`config.mk`:
```
export PLATFORM = sky130hd
export DESIGN_NAME = uart_tx_frame_serializer
export DESIGN_NICKNAME = d
export VERILOG_FILES = /design/src/rtl/uart_tx_pkg.sv /design/src/rtl/uart_tx_baud_counter.sv /design/src/rtl/uart_tx_frame_serializer.sv
export SDC_FILE = /design/constraint.sdc
export NUM_CORES = 1
export LEC_CHECK = 0
export BUFFER_PORTS_ARGS = -buffer_cell sky130_fd_sc_hd__buf_2
export CORE_ASPECT_RATIO = 0.5
export CORE_MARGIN = 2
export CORE_UTILIZATION = 30
export CTS_CLUSTER_DIAMETER = 40
export DETAILED_ROUTE_END_ITERATION = 7
export GPL_TIMING_DRIVEN = 1
export SKIP_CTS_REPAIR_TIMING = 1
export SLEW_MARGIN = 25
export SYNTH_ARGS = -nofsm -noshare
export SYNTH_HDL_FRONTEND = slang
export SYNTH_SLANG_ARGS = --single-unit
```
`constraint.sdc`:
```
create_clock -name clk -period 2.4 [get_ports clk]
set_input_delay 0.48 -clock clk [delete_from_list [all_inputs] [get_ports clk]]
set_output_delay 0.48 -clock clk [all_outputs]
set_load 0.02 [all_outputs]
```
`src/rtl/uart_tx_pkg.sv`:
```
// Shared constants and FSM state encoding for the UART transmit framer.
package uart_tx_pkg;

  localparam int DATA_W               = 8;
  localparam int DEFAULT_CLKS_PER_BIT = 5208;

  typedef logic [2:0] state_t;

  localparam state_t S_IDLE   = 3'd0;
  localparam state_t S_START  = 3'd1;
  localparam state_t S_DATA   = 3'd2;
  localparam state_t S_PARITY = 3'd3;
  localparam state_t S_STOP   = 3'd4;

endpackage

```
`src/rtl/uart_tx_baud_counter.sv`:
```
// Bit-period timer: bit_tick is high on the last clock of each CLKS_PER_BIT period.
module uart_tx_baud_counter
  import uart_tx_pkg::*;
#(
  parameter int CLKS_PER_BIT = DEFAULT_CLKS_PER_BIT
) (
  input  logic clk,
  input  logic rst,
  input  logic clear,
  output logic bit_tick
);

  localparam int CNT_W = $clog2(CLKS_PER_BIT);
  localparam logic [CNT_W-1:0] CNT_LAST = CNT_W'(CLKS_PER_BIT - 1);

  logic [CNT_W-1:0] cnt;

  assign bit_tick = (cnt == CNT_LAST);

  // clear restarts the period so the first bit of a frame is full length
  always_ff @(posedge clk) begin
    if (rst || clear || bit_tick) begin
      cnt <= '0;
    end else begin
      cnt <= cnt + 1'b1;
    end
  end

endmodule

```
`src/rtl/uart_tx_frame_serializer.sv`:
```
// UART transmit framer: start bit, 8 data bits LSB first, optional parity, 1-2 stop bits.
module uart_tx_frame_serializer
  import uart_tx_pkg::*;
#(
  parameter int CLKS_PER_BIT = DEFAULT_CLKS_PER_BIT,
  parameter int PARITY_EN    = 1,
  parameter int PARITY_ODD   = 0,
  parameter int STOP_BITS    = 1
) (
  input  logic              clk,
  input  logic              rst,
  input  logic              tx_start,
  input  logic [DATA_W-1:0] data_in,
  input  logic              parity_bit_in,
  output logic              tx_out,
  output logic              tx_busy,
  output logic              tx_done
);

  localparam logic LAST_STOP = 1'(STOP_BITS - 1);
  localparam logic ODD_FLIP  = 1'(PARITY_ODD);

  state_t            state;
  logic [DATA_W-1:0] shift;
  logic              parity;
  logic [2:0]        bit_cnt;
  logic              stop_cnt;
  logic              bit_tick;
  logic              accept;
  logic              line_bit;

  assign accept = (state == S_IDLE) && tx_start;

  uart_tx_baud_counter #(
    .CLKS_PER_BIT(CLKS_PER_BIT)
  ) u_baud (
    .clk     (clk),
    .rst     (rst),
    .clear   (accept),
    .bit_tick(bit_tick)
  );

  always_comb begin
    line_bit = 1'b1;
    case (state)
      S_START:  line_bit = 1'b0;
      S_DATA:   line_bit = shift[0];
      S_PARITY: line_bit = parity;
      default:  line_bit = 1'b1;
    endcase
  end

  // Outputs are registered from the current state, so the line lags the FSM by one clock.
  always_ff @(posedge clk) begin
    if (rst) begin
      state    <= S_IDLE;
      shift    <= '0;
      parity   <= 1'b0;
      bit_cnt  <= '0;
      stop_cnt <= 1'b0;
      tx_out   <= 1'b1;
      tx_busy  <= 1'b0;
      tx_done  <= 1'b0;
    end else begin
      tx_out  <= line_bit;
      tx_busy <= (state != S_IDLE);
      tx_done <= 1'b0;
      case (state)
        S_IDLE: begin
          if (tx_start) begin
            shift    <= data_in;
            parity   <= parity_bit_in ^ ODD_FLIP;
            bit_cnt  <= '0;
            stop_cnt <= 1'b0;
            state    <= S_START;
          end
        end
        S_START: begin
          if (bit_tick) state <= S_DATA;
        end
        S_DATA: begin
          if (bit_tick) begin
            shift   <= shift >> 1;
            bit_cnt <= bit_cnt + 3'd1;
            if (bit_cnt == 3'd7) begin
              state <= (PARITY_EN != 0) ? S_PARITY : S_STOP;
            end
          end
        end
        S_PARITY: begin
          if (bit_tick) state <= S_STOP;
        end
        S_STOP: begin
          if (bit_tick) begin
            if (stop_cnt == LAST_STOP) begin
              state   <= S_IDLE;
              tx_done <= 1'b1;
            end else begin
              stop_cnt <= 1'b1;
            end
          end
        end
        default: state <= S_IDLE;
      endcase
    end
  end

endmodule

```
==> run summary <==
run status - complete, no violations
die area - 5364 sq um
ys async rst share - 0%
Hold WC Path Type - primary input to flop
Worst Max-Slew Pin Slew - 0.6482 ns
top cells by count, synth - dfxtp_1 (31), nor2_1 (23), nand2_1 (9), xnor2_1 (9), mux2i_1 (8)
initial antenna violation count - 0
CTS Buf Count - 5
Avg WL per Cell - 11.66 microns
kind of critical path - flop to flop
initial core utilization - 31.84%
Layout Nets - 184
Max Freq - 0.5750 GHz
Die W - 101.6 microns
most common cell in the netlist - dfxtp_1
fin. max-slew vios - 0
Clk pwr share - 39.8%
Max Cap Viol - 0
Main synth FF type - dfxtp_1
final WL - 2741 microns
RSZ-0062 raised after global routing - no
grt ovf - 0
Vert. Die Dim - 52.80 microns
relative slew slack - 56.50%
Pint - 785.6 uW
clk sinks - 31
Inst Count DP - 228
CP Data Arrival Time - 1.93 ns
area delta synth->final - 15.41%
post-layout util - 36.74%
Ant. Diodes - 0
Synth Instances - 153
sw frac - 22.27%
clock root buffer - clkbuf_8
Routed Antenna Nets - 0
VDD IR max - 0.3031 mV
Setup TNS - 0 ns
# DRC - 0
synth warn - 0
Post-Syn Area per Cell - 9.339 sq um
grt met3 use - 4.400%
crit path time final - 1.739 ns
FP Rows - 17
Mapped Area - 1429 sq um
Worst EP required - 2.59 ns
share of cells above drive strength 1 - 17.75%
syn_nets - 168
Buffers on Ports - 14
top cells by area in the synthesized netlist - dfxtp_1 (43%), nor2_1 (6.0%), mux2i_1 (5.6%)
I/O pin count - 15
DRT iter0 DRCs - 43
share of the synthesized area in the top cell type - 43.43%
Layout Cells excl Fill - 235
sequential-to-total area share from yosys stat - 43.43%
vias per cell - 4.672
Total GRT Usage - 11.70%
clk slew on worst S/H paths - 0.06 ns
Yosys reg bits - 31
Setup-failing EPs final - 0
GPL Wtd Cong - 0.7349
first-pass GRT wire length - 4788 microns
First-pass DRT Iterations - 4
pin count of the biggest net entering global routing - 25
Core Footprint - 4488 sq um
M2 GR Usage - 19.85%
leak pwr - 0.6149 nW
via count - 1098
worst skew pair latency - 0.27 ns
Worst Setup Start Kind - flop
Final Cycle Share - 72.46%
final hold vios - 0
CTS H-tree lvls - 2
area leader, netlist - dfxtp_1
EDFF count, synth - 0
number of global-route vias before repair - 1066
CP Max Fanout - 14
GR Util met1 - 13.69%
clk_skew - 0.005305 ns
P_sw - 225.0 uW
Netlist cell types - 38
GR peak layer - met2
combinational share of power - 6.6%
CTS tree - done
Flop pwr share - 53.6%
Bufs on Longest Clock Path - 2
hpwl dp - 1930 microns
Pwr per Cell Area - 612.9 nW/um^2
crit end category - flop
## per-stage QoR
stage	hold slack (ns)	instance area, sq um	setup slack (ns)	power (mW)
after floorplan	0.4175	1429	0.8754	0.5974
after global placement	0.4317	1562	0.7361	0.6182
after detailed placement	0.4442	1562	0.6675	0.6205
after CTS	0.4237	1649	0.6583	1.035
after global routing	0.4316	1649	0.5234	1.071
final	0.4370	1649	0.6610	1.011
## power groups by stage
stage	logic, mW	registers (mW)	clock network [mW]
after floorplan	0.0475	0.550	0
after global placement	0.0661	0.552	0
after detailed placement	0.0675	0.553	0
after CTS	0.0679	0.541	0.426
after global routing	0.0749	0.543	0.453
final	0.0668	0.542	0.402
## logic make-up (layout without fill, tap and decap cells)
group                      after synthesis  count (layout)  share of synthesized area (%)
and+or+nand+nor                         69              69                          28.11
DFF                                     31              31                          43.43
adders and majority gates                3               3                          2.627
AOI/OAI and AO/OA                       23              23                          11.03
buffers and inverters                    8              24                          2.452
xor gates and xnor gates                11              11                          6.743
muxes                                    8               8                          5.604
## final cells by class
cell class	instances	area, sq um
sequential	31	620.6
multi-input combinational	114	773.2
clock inverter	1	5.005
clock buffer	6	82.58
timing repair buffer	15	77.57
inverter	2	7.507
fill	472	2839
tap	66	82.58
## worst max-delay path, cell delays in order (launching register included)
cell and delay [ns]:
dfxtp_1 0.60, or3b_1 0.45, or4b_1 0.51, o21ai_0 0.09
## sequential cells by signal, summed over array words and instances (netlist names)
name / flops
bit_cnt: 3
tx_done: 1
shift: 8
tx_out: 1
parity: 1
tx_busy: 1
u_baud.cnt: 13
state: 3
## per-layer routing
metal	wire length, microns	vias up
met3	89	0
met1	1376	496
met5	0	-
li1	-	588
met4	0	0
met2	1275	14
## cell usage in the layout, fill, tap and decap left out, types with 2 or more instances in the layout
cell / instances
a22oi_1: 7
and3_1: 2
and4bb_2: 3
buf_2: 14
clkbuf_8: 6
dfxtp_1: 31
ha_1: 3
inv_1: 2
mux2i_1: 8
nand2_1: 9
nand2b_1: 3
nand3_1: 6
nand3b_1: 2
nand4_1: 2
nor2_1: 23
nor2b_1: 2
nor3_1: 5
o21ai_0: 3
o22ai_1: 7
or3_1: 2
or4b_1: 2
xnor2_1: 9
xor2_1: 2
## worst paths after layout
path / start / end / slack [ns] / depth (start not counted)
hold reg to reg: u_baud.cnt[0] / u_baud.cnt[0] / 0.45 / 1
hold / removal: data_in[7] / shift[7] / 0.44 / 3
setup reg to reg: state[1] / bit_cnt[2] / 0.66 / 3
setup / recovery: state[1] / bit_cnt[2] / 0.66 / 3
Note: power is estimated with default switching activity, not from simulation.
